<file path="src/rtl/mem_pkg.sv">
// Shared encodings for the exec-stage load/store engine: access sizes, FSM states,
// AXI response codes and the alignment rule.
package mem_pkg;

  typedef enum logic [1:0] {
    SZ_BYTE = 2'b00,
    SZ_HALF = 2'b01,
    SZ_WORD = 2'b10,
    SZ_RSVD = 2'b11
  } size_e;

  typedef enum logic [2:0] {
    ST_IDLE  = 3'd0,
    ST_RADDR = 3'd1,
    ST_RDATA = 3'd2,
    ST_WRITE = 3'd3,
    ST_WRESP = 3'd4,
    ST_ERR   = 3'd5
  } state_e;

  localparam logic [1:0] RESP_OKAY   = 2'b00;
  localparam logic [1:0] RESP_EXOKAY = 2'b01;
  localparam logic [1:0] RESP_SLVERR = 2'b10;
  localparam logic [1:0] RESP_DECERR = 2'b11;

  // The reserved size code is reported as misaligned so it never reaches the bus.
  function automatic logic is_misaligned(input logic [1:0] size, input logic [1:0] addr_lo);
    case (size_e'(size))
      SZ_BYTE: return 1'b0;
      SZ_HALF: return addr_lo[0];
      SZ_WORD: return (addr_lo != 2'b00);
      default: return 1'b1;
    endcase
  endfunction

endpackage

</file>
<file path="src/rtl/mem_access_unit_byte_lane_align.sv">
// Combinational lane steering: store strobes and replicated store data, plus
// extraction and sign/zero extension of load data from the addressed lane.
module byte_lane_align
  import mem_pkg::*;
#(
  parameter  int DATA_W = 32,
  localparam int STRB_W = DATA_W / 8,
  localparam int LANE_W = $clog2(STRB_W)
) (
  input  logic [LANE_W-1:0] i_lane,
  input  logic [1:0]        i_size,
  input  logic              i_signed,
  input  logic [DATA_W-1:0] i_wdata,
  input  logic [DATA_W-1:0] i_rdata,
  output logic [STRB_W-1:0] o_wstrb,
  output logic [DATA_W-1:0] o_wdata,
  output logic [DATA_W-1:0] o_rdata
);

  logic [DATA_W-1:0] w_shifted;

  assign w_shifted = i_rdata >> {i_lane, 3'b000};

  // Size casts of signed slices perform the sign extension.
  always_comb begin
    o_wstrb = '0;
    o_wdata = '0;
    o_rdata = '0;
    case (size_e'(i_size))
      SZ_BYTE: begin
        o_wstrb = STRB_W'(1) << i_lane;
        o_wdata = {(DATA_W/8){i_wdata[7:0]}};
        o_rdata = i_signed ? DATA_W'($signed(w_shifted[7:0])) : DATA_W'(w_shifted[7:0]);
      end
      SZ_HALF: begin
        o_wstrb = STRB_W'(3) << i_lane;
        o_wdata = {(DATA_W/16){i_wdata[15:0]}};
        o_rdata = i_signed ? DATA_W'($signed(w_shifted[15:0])) : DATA_W'(w_shifted[15:0]);
      end
      SZ_WORD: begin
        o_wstrb = STRB_W'(15) << i_lane;
        o_wdata = {(DATA_W/32){i_wdata[31:0]}};
        o_rdata = i_signed ? DATA_W'($signed(w_shifted[31:0])) : DATA_W'(w_shifted[31:0]);
      end
      default: begin
        o_wstrb = '0;
      end
    endcase
  end

endmodule

</file>
<file path="src/rtl/mem_access_unit.sv">
// Exec-stage load/store engine: one byte/half/word access per request over a
// single-beat AXI4 master, with misalignment, bus-error and timeout reporting.
module mem_access_unit
  import mem_pkg::*;
#(
  parameter int ADDR_W  = 22,
  parameter int DATA_W  = 32,
  parameter int TIMEOUT = 1023
) (
  input  logic                clk,
  input  logic                rst,
  input  logic                req_valid,
  output logic                req_ready,
  input  logic                req_we,
  input  logic [1:0]          req_size,
  input  logic                req_signed,
  input  logic [ADDR_W-1:0]   req_addr,
  input  logic [DATA_W-1:0]   req_wdata,
  input  logic [4:0]          req_rd,
  input  logic                req_fdest,
  output logic                resp_valid,
  output logic [DATA_W-1:0]   resp_data,
  output logic [4:0]          resp_rd,
  output logic                resp_fdest,
  output logic                resp_err,
  output logic [ADDR_W-1:0]   araddr,
  output logic [2:0]          arsize,
  output logic                arvalid,
  input  logic                arready,
  input  logic [DATA_W-1:0]   rdata,
  input  logic [1:0]          rresp,
  input  logic                rvalid,
  output logic                rready,
  output logic [ADDR_W-1:0]   awaddr,
  output logic [2:0]          awsize,
  output logic                awvalid,
  input  logic                awready,
  output logic [DATA_W-1:0]   wdata,
  output logic [DATA_W/8-1:0] wstrb,
  output logic                wlast,
  output logic                wvalid,
  input  logic                wready,
  input  logic [1:0]          bresp,
  input  logic                bvalid,
  output logic                bready
);

  localparam int STRB_W = DATA_W / 8;
  localparam int LANE_W = $clog2(STRB_W);
  localparam int TMO_W  = (TIMEOUT > 1) ? $clog2(TIMEOUT + 1) : 1;
  localparam logic [TMO_W-1:0] TMO_LAST = (TIMEOUT > 0) ? TMO_W'(TIMEOUT - 1) : '0;

  state_e              r_state;
  logic [LANE_W-1:0]   r_lane;
  logic [1:0]          r_size;
  logic                r_signed;
  logic [4:0]          r_rd;
  logic                r_fdest;
  logic [TMO_W-1:0]    r_tmo_cnt;

  logic                r_arvalid;
  logic                r_rready;
  logic [ADDR_W-1:0]   r_araddr;
  logic [2:0]          r_arsize;
  logic                r_awvalid;
  logic                r_wvalid;
  logic                r_bready;
  logic [ADDR_W-1:0]   r_awaddr;
  logic [2:0]          r_awsize;
  logic [DATA_W-1:0]   r_wdata;
  logic [STRB_W-1:0]   r_wstrb;

  logic                r_resp_valid;
  logic [DATA_W-1:0]   r_resp_data;
  logic [4:0]          r_resp_rd;
  logic                r_resp_fdest;
  logic                r_resp_err;

  logic                w_idle;
  logic                w_busy;
  logic                w_tmo;
  logic                w_misal;
  logic [LANE_W-1:0]   w_al_lane;
  logic [1:0]          w_al_size;
  logic [STRB_W-1:0]   w_wstrb;
  logic [DATA_W-1:0]   w_wdata;
  logic [DATA_W-1:0]   w_ldata;
  logic                w_rd_err;
  logic [DATA_W-1:0]   w_rd_data;
  logic                w_aw_done;
  logic                w_w_done;

  assign w_idle  = (r_state == ST_IDLE);
  assign w_busy  = (r_state == ST_RADDR) || (r_state == ST_RDATA) ||
                   (r_state == ST_WRITE) || (r_state == ST_WRESP);
  assign w_tmo   = (TIMEOUT != 0) && w_busy && (r_tmo_cnt == TMO_LAST);
  assign w_misal = is_misaligned(req_size, req_addr[1:0]);

  // Stores steer from the live request; loads extract using the captured request.
  assign w_al_lane = w_idle ? req_addr[LANE_W-1:0] : r_lane;
  assign w_al_size = w_idle ? req_size : r_size;

  byte_lane_align #(
    .DATA_W (DATA_W)
  ) u_align (
    .i_lane   (w_al_lane),
    .i_size   (w_al_size),
    .i_signed (r_signed),
    .i_wdata  (req_wdata),
    .i_rdata  (rdata),
    .o_wstrb  (w_wstrb),
    .o_wdata  (w_wdata),
    .o_rdata  (w_ldata)
  );

  assign w_rd_err  = (rresp != RESP_OKAY);
  assign w_rd_data = w_rd_err ? '0 : w_ldata;
  assign w_aw_done = !r_awvalid || awready;
  assign w_w_done  = !r_wvalid || wready;

  always_ff @(posedge clk) begin
    if (rst) begin
      r_state      <= ST_IDLE;
      r_lane       <= '0;
      r_size       <= '0;
      r_signed     <= 1'b0;
      r_rd         <= '0;
      r_fdest      <= 1'b0;
      r_tmo_cnt    <= '0;
      r_arvalid    <= 1'b0;
      r_rready     <= 1'b0;
      r_araddr     <= '0;
      r_arsize     <= '0;
      r_awvalid    <= 1'b0;
      r_wvalid     <= 1'b0;
      r_bready     <= 1'b0;
      r_awaddr     <= '0;
      r_awsize     <= '0;
      r_wdata      <= '0;
      r_wstrb      <= '0;
      r_resp_valid <= 1'b0;
      r_resp_data  <= '0;
      r_resp_rd    <= '0;
      r_resp_fdest <= 1'b0;
      r_resp_err   <= 1'b0;
    end else begin
      r_resp_valid <= 1'b0;
      // Counter runs in bus states; every state change below clears it again.
      r_tmo_cnt    <= w_busy ? r_tmo_cnt + 1'b1 : '0;

      if (w_tmo) begin
        r_arvalid    <= 1'b0;
        r_rready     <= 1'b0;
        r_awvalid    <= 1'b0;
        r_wvalid     <= 1'b0;
        r_bready     <= 1'b0;
        r_resp_valid <= 1'b1;
        r_resp_err   <= 1'b1;
        r_resp_data  <= '0;
        r_resp_rd    <= r_rd;
        r_resp_fdest <= r_fdest;
        r_tmo_cnt    <= '0;
        r_state      <= ST_IDLE;
      end else begin
        case (r_state)
          ST_IDLE: begin
            if (req_valid) begin
              r_lane   <= req_addr[LANE_W-1:0];
              r_size   <= req_size;
              r_signed <= req_signed;
              r_rd     <= req_rd;
              r_fdest  <= req_fdest;
              if (w_misal) begin
                r_resp_valid <= 1'b1;
                r_resp_err   <= 1'b1;
                r_resp_data  <= '0;
                r_resp_rd    <= req_rd;
                r_resp_fdest <= req_fdest;
                r_state      <= ST_ERR;
              end else if (req_we) begin
                r_awvalid <= 1'b1;
                r_wvalid  <= 1'b1;
                r_bready  <= 1'b1;
                r_awaddr  <= req_addr;
                r_awsize  <= {1'b0, req_size};
                r_wdata   <= w_wdata;
                r_wstrb   <= w_wstrb;
                r_state   <= ST_WRITE;
              end else begin
                r_arvalid <= 1'b1;
                r_rready  <= 1'b1;
                r_araddr  <= req_addr;
                r_arsize  <= {1'b0, req_size};
                r_state   <= ST_RADDR;
              end
            end
          end

          ST_RADDR: begin
            if (arready) begin
              r_arvalid <= 1'b0;
              r_tmo_cnt <= '0;
              // Read data coinciding with the address handshake completes at once.
              if (rvalid) begin
                r_rready     <= 1'b0;
                r_resp_valid <= 1'b1;
                r_resp_err   <= w_rd_err;
                r_resp_data  <= w_rd_data;
                r_resp_rd    <= r_rd;
                r_resp_fdest <= r_fdest;
                r_state      <= ST_IDLE;
              end else begin
                r_state <= ST_RDATA;
              end
            end
          end

          ST_RDATA: begin
            if (rvalid) begin
              r_rready     <= 1'b0;
              r_resp_valid <= 1'b1;
              r_resp_err   <= w_rd_err;
              r_resp_data  <= w_rd_data;
              r_resp_rd    <= r_rd;
              r_resp_fdest <= r_fdest;
              r_tmo_cnt    <= '0;
              r_state      <= ST_IDLE;
            end
          end

          ST_WRITE: begin
            if (awready) r_awvalid <= 1'b0;
            if (wready)  r_wvalid  <= 1'b0;
            if (w_aw_done && w_w_done) begin
              r_tmo_cnt <= '0;
              r_state   <= ST_WRESP;
            end
          end

          ST_WRESP: begin
            if (bvalid) begin
              r_bready     <= 1'b0;
              r_resp_valid <= 1'b1;
              r_resp_err   <= (bresp != RESP_OKAY);
              r_resp_data  <= '0;
              r_resp_rd    <= r_rd;
              r_resp_fdest <= r_fdest;
              r_tmo_cnt    <= '0;
              r_state      <= ST_IDLE;
            end
          end

          ST_ERR: begin
            r_state <= ST_IDLE;
          end

          default: begin
            r_state <= ST_IDLE;
          end
        endcase
      end
    end
  end

  assign req_ready  = w_idle;
  assign resp_valid = r_resp_valid;
  assign resp_data  = r_resp_data;
  assign resp_rd    = r_resp_rd;
  assign resp_fdest = r_resp_fdest;
  assign resp_err   = r_resp_err;
  assign araddr     = r_araddr;
  assign arsize     = r_arsize;
  assign arvalid    = r_arvalid;
  assign rready     = r_rready;
  assign awaddr     = r_awaddr;
  assign awsize     = r_awsize;
  assign awvalid    = r_awvalid;
  assign wdata      = r_wdata;
  assign wstrb      = r_wstrb;
  assign wlast      = 1'b1;
  assign wvalid     = r_wvalid;
  assign bready     = r_bready;

endmodule

</file>
<file path="config.mk">
export PLATFORM = sky130hd
export DESIGN_NAME = mem_access_unit
export DESIGN_NICKNAME = d
export VERILOG_FILES = /design/src/rtl/mem_pkg.sv /design/src/rtl/mem_access_unit_byte_lane_align.sv /design/src/rtl/mem_access_unit.sv
export SDC_FILE = /design/constraint.sdc
export NUM_CORES = 1
export LEC_CHECK = 0
export CAP_MARGIN = 25
export CORE_ASPECT_RATIO = 1.4
export CORE_MARGIN = 1.5
export CORE_UTILIZATION = 49
export CTS_CLUSTER_SIZE = 12
export DETAILED_ROUTE_END_ITERATION = 16
export GPL_TIMING_DRIVEN = 0
export PLACE_DENSITY = 0.95
export SLEW_MARGIN = 20
export SYNTH_ARGS = -nofsm -noshare
export SYNTH_HDL_FRONTEND = slang
export SYNTH_SLANG_ARGS = --single-unit
export TNS_END_PERCENT = 50
</file>
<file path="constraint.sdc">
create_clock -name clk -period 7.8 [get_ports clk]
set_clock_uncertainty 0.15 [all_clocks]
set_input_delay 1.56 -clock clk [delete_from_list [all_inputs] [get_ports clk]]
set_output_delay 1.56 -clock clk [all_outputs]
set_load 0.02 [all_outputs]
</file>
==> metrics <==
Routed wire per std cell=19.4 um; Post-synth EDFFs=0; Via density=around 5.8; share of cells above drive strength 1=under 10%; CTS tree=built; HP Class=reg2reg; Setup WS post-layout=3.30 ns; CP Capture Type=flip-flop; insertion delay to the later sink of the worst-skew pair=roughly 0.43 ns; Worst Path Max Fanout=8; register area=~3100 um2; grt ovf=0; Yosys top cell by area=dfxtp_1; worst reg2reg startpoint=r_state[0]; PD cells=roughly 240 nW/um2; drt initial violations=567; Final Hold Fails=0; fin. max-slew vios=0; die footprint=between 10000 and 15000 um2; Rows=51; final setup vio count=0; Nets=about 1200; ANT cells=0; total number of vias=between 7000 and 8000; placer congestion estimate=approximately 0.96; root buf cell=clkbuf_16; Setup TNS=0 ns; top-count cell post-synth=dfxtp_1; H-tree levels=4; ys flop type=dfxtp_1; Async SR Flop Fraction=0%; Ports=about 240; fin crit share=between 50 and 60%; Worst slew margin=between 40% and 50%; cts bufs inserted=17; Hold Path Depth=2; synthesized flop and latch total=roughly 150; IO Port Bufs=about 230; worst-margin pin slew=~0.76 ns; Lkg Pwr=3.59 nW; Layout area overhead=44.8%; post-place setup slack=between 2 and 3 ns; Fillers=roughly 1000; WP data arrival=4.71 ns; Final Non-Filler Cells=about 1300; Synth area leaders=dfxtp_1, nand2_1, a21oi_1; worst hold endpoint=araddr[16]; instance count of the mapped netlist=between 800 and 900; number of setup buffers added after CTS=0; fmax=about 0.22 GHz; synth unique cells=65; pin count of the biggest net entering global routing=17; Worst setup SP type=input pin; status=finished, final reports clean; Initial Utilization=between 50% and 60%; sequential fraction of the synthesis area=a little over two fifths; number of global-route vias before repair=slightly above 7000; core footprint=around 14000 um2; GRT Util Overall=32.0%; Peak VDD IR=between 150 and 200 uV; Max Cap Viol=0; final core utilization=between 70% and 80%; Detailed Place HPWL=between 15 and 20 mm; Post-CTS Hold Buffers=0; worst r2r dst=resp_data[1]; Post-DRT Antenna Nets=0; multi-input logic area=3560 um2; Synth Cell Area=about 7000 um2; cts repair resizes=0; critical path type=in2reg; clk slew on worst S/H paths=~0.070 ns; DRT Pass-1 Iters=7; maximum buffer depth of the clock tree=2; Ys Warns=0; worst reg2reg setup slack=3.48 ns; drt total wl=around 24 mm; die span in x=approximately 100 um; Tmin final=roughly 4.5 ns; critical hold path startpoint=araddr[16]; first-pass GRT wire length=between 30 and 40 mm; Clock Sinks=~150; critical path data required time=around 8.0 ns; Tot Pwr=roughly 2.4 mW; Synth top area share=43.9%; Worst Reg-to-Reg Cells=13; placed insts=roughly 1200; most common library cells after synthesis=dfxtp_1, nand2_1, a21oi_1; Mapped Avg Cell Area=8.61 um2; # DRC=0; RSZ-0062 raised after global routing=no; overall die height=144 um; initial antenna violation count=0
==> routing by layer <==
layer	track usage [%]	wire length [um]	vias up	part of all wire [%]
met4	23.5	1600	0	6.5
met3	8.02	1930	122	7.9
met2	55.5	12200	426	50
met5	0	0	-	0
li1	-	-	3396	-
met1	34.0	8750	3443	36
==> worst max-delay path by stage <==
stage | startpoint | to | slack, ns | cells past startpoint
floorplan | req_size[0] | resp_data[24] | 3.85 | 11
global placement | req_size[1] | resp_data[1] | 3.10 | 10
detailed placement | req_size[1] | resp_data[1] | 2.95 | 10
CTS | req_size[1] | resp_data[1] | 3.36 | 10
global route | req_size[1] | resp_data[1] | 3.08 | 10
finish | req_size[1] | resp_data[1] | 3.30 | 10
==> area by class of cell <==
type	instances	area share, %
multi-input combinational	581	35.3
sequential	153	30.3
timing repair buffer	234	23.2
clock buffer	20	4.32
buffer	66	3.06
tap	185	2.29
clock inverter	12	1.15
inverter	12	0.470
==> cell usage in the layout, fill, tap and decap left out, types with 8 or more instances in the layout <==
master / synthesis / routed
inv_1: 11 / 11
a222oi_1: 8 / 8
nor3_1: 27 / 27
mux2i_1: 16 / 16
dfxtp_1: 153 / 153
mux4_2: 9 / 9
clkbuf_1: 42 / 45
o21ai_0: 23 / 23
a21oi_1: 107 / 107
nor2_1: 43 / 43
a22oi_1: 24 / 24
clkbuf_16: 0 / 17
buf_2: 16 / 16
nand2_1: 152 / 152
mux2_2: 9 / 9
or3_1: 11 / 11
o211ai_1: 9 / 9
a221o_1: 8 / 8
nand3_1: 26 / 26
clkdlybuf4s50_1: 0 / 234
ha_1: 8 / 8
a22o_1: 9 / 9
==> where the power goes <==
group / switching, mW / internal, mW
Combinational: 0.428 / 0.314
Clock: 0.342 / 0.443
Sequential: 0.0297 / 0.829
==> flip-flops by register name (all words and copies together), names as in the netlist, 3 cells and up <==
register	count
resp_rd	5
awaddr	22
r_rd	5
r_tmo_cnt	10
wstrb	4
araddr	22
resp_data	32
r_state	3
wdata	32
==> through the flow <==
stage          instance area [um2]  hold slack (ns)
2_1_floorplan                 6980            0.286
5_1_grt                      10100            0.317
6_report                     10100            0.302
3_3_place_gp                  9560            0.287
3_5_place_dp                  9560            0.296
4_1_cts                      10100            0.304
==> worst max-delay path, cell delays in order <==
cell             delay [ns]
clkdlybuf4s50_1        0.57
nand2_1                0.12
nand2_1                0.13
ha_1                   0.23
clkbuf_1               0.25
nor4_1                 0.33
nand2_1                0.18
nor3_2                 0.43
nor3b_2                0.63
a22o_1                 0.27
==> kinds of logic (layout without fill, tap and decap cells) <==
group	after synthesis	count (layout)	synth area share [%]
and+or+nand+nor	297	297	19.5
muxes	39	39	7.92
DFF	153	153	43.9
other	2	3	0.108
adders and majority gates	8	8	1.43
AOI/OAI and AO/OA	225	225	20.9
xor gates and xnor gates	9	9	1.13
buffers and inverters	78	344	5.11
Power figures use the tool's default switching activity.
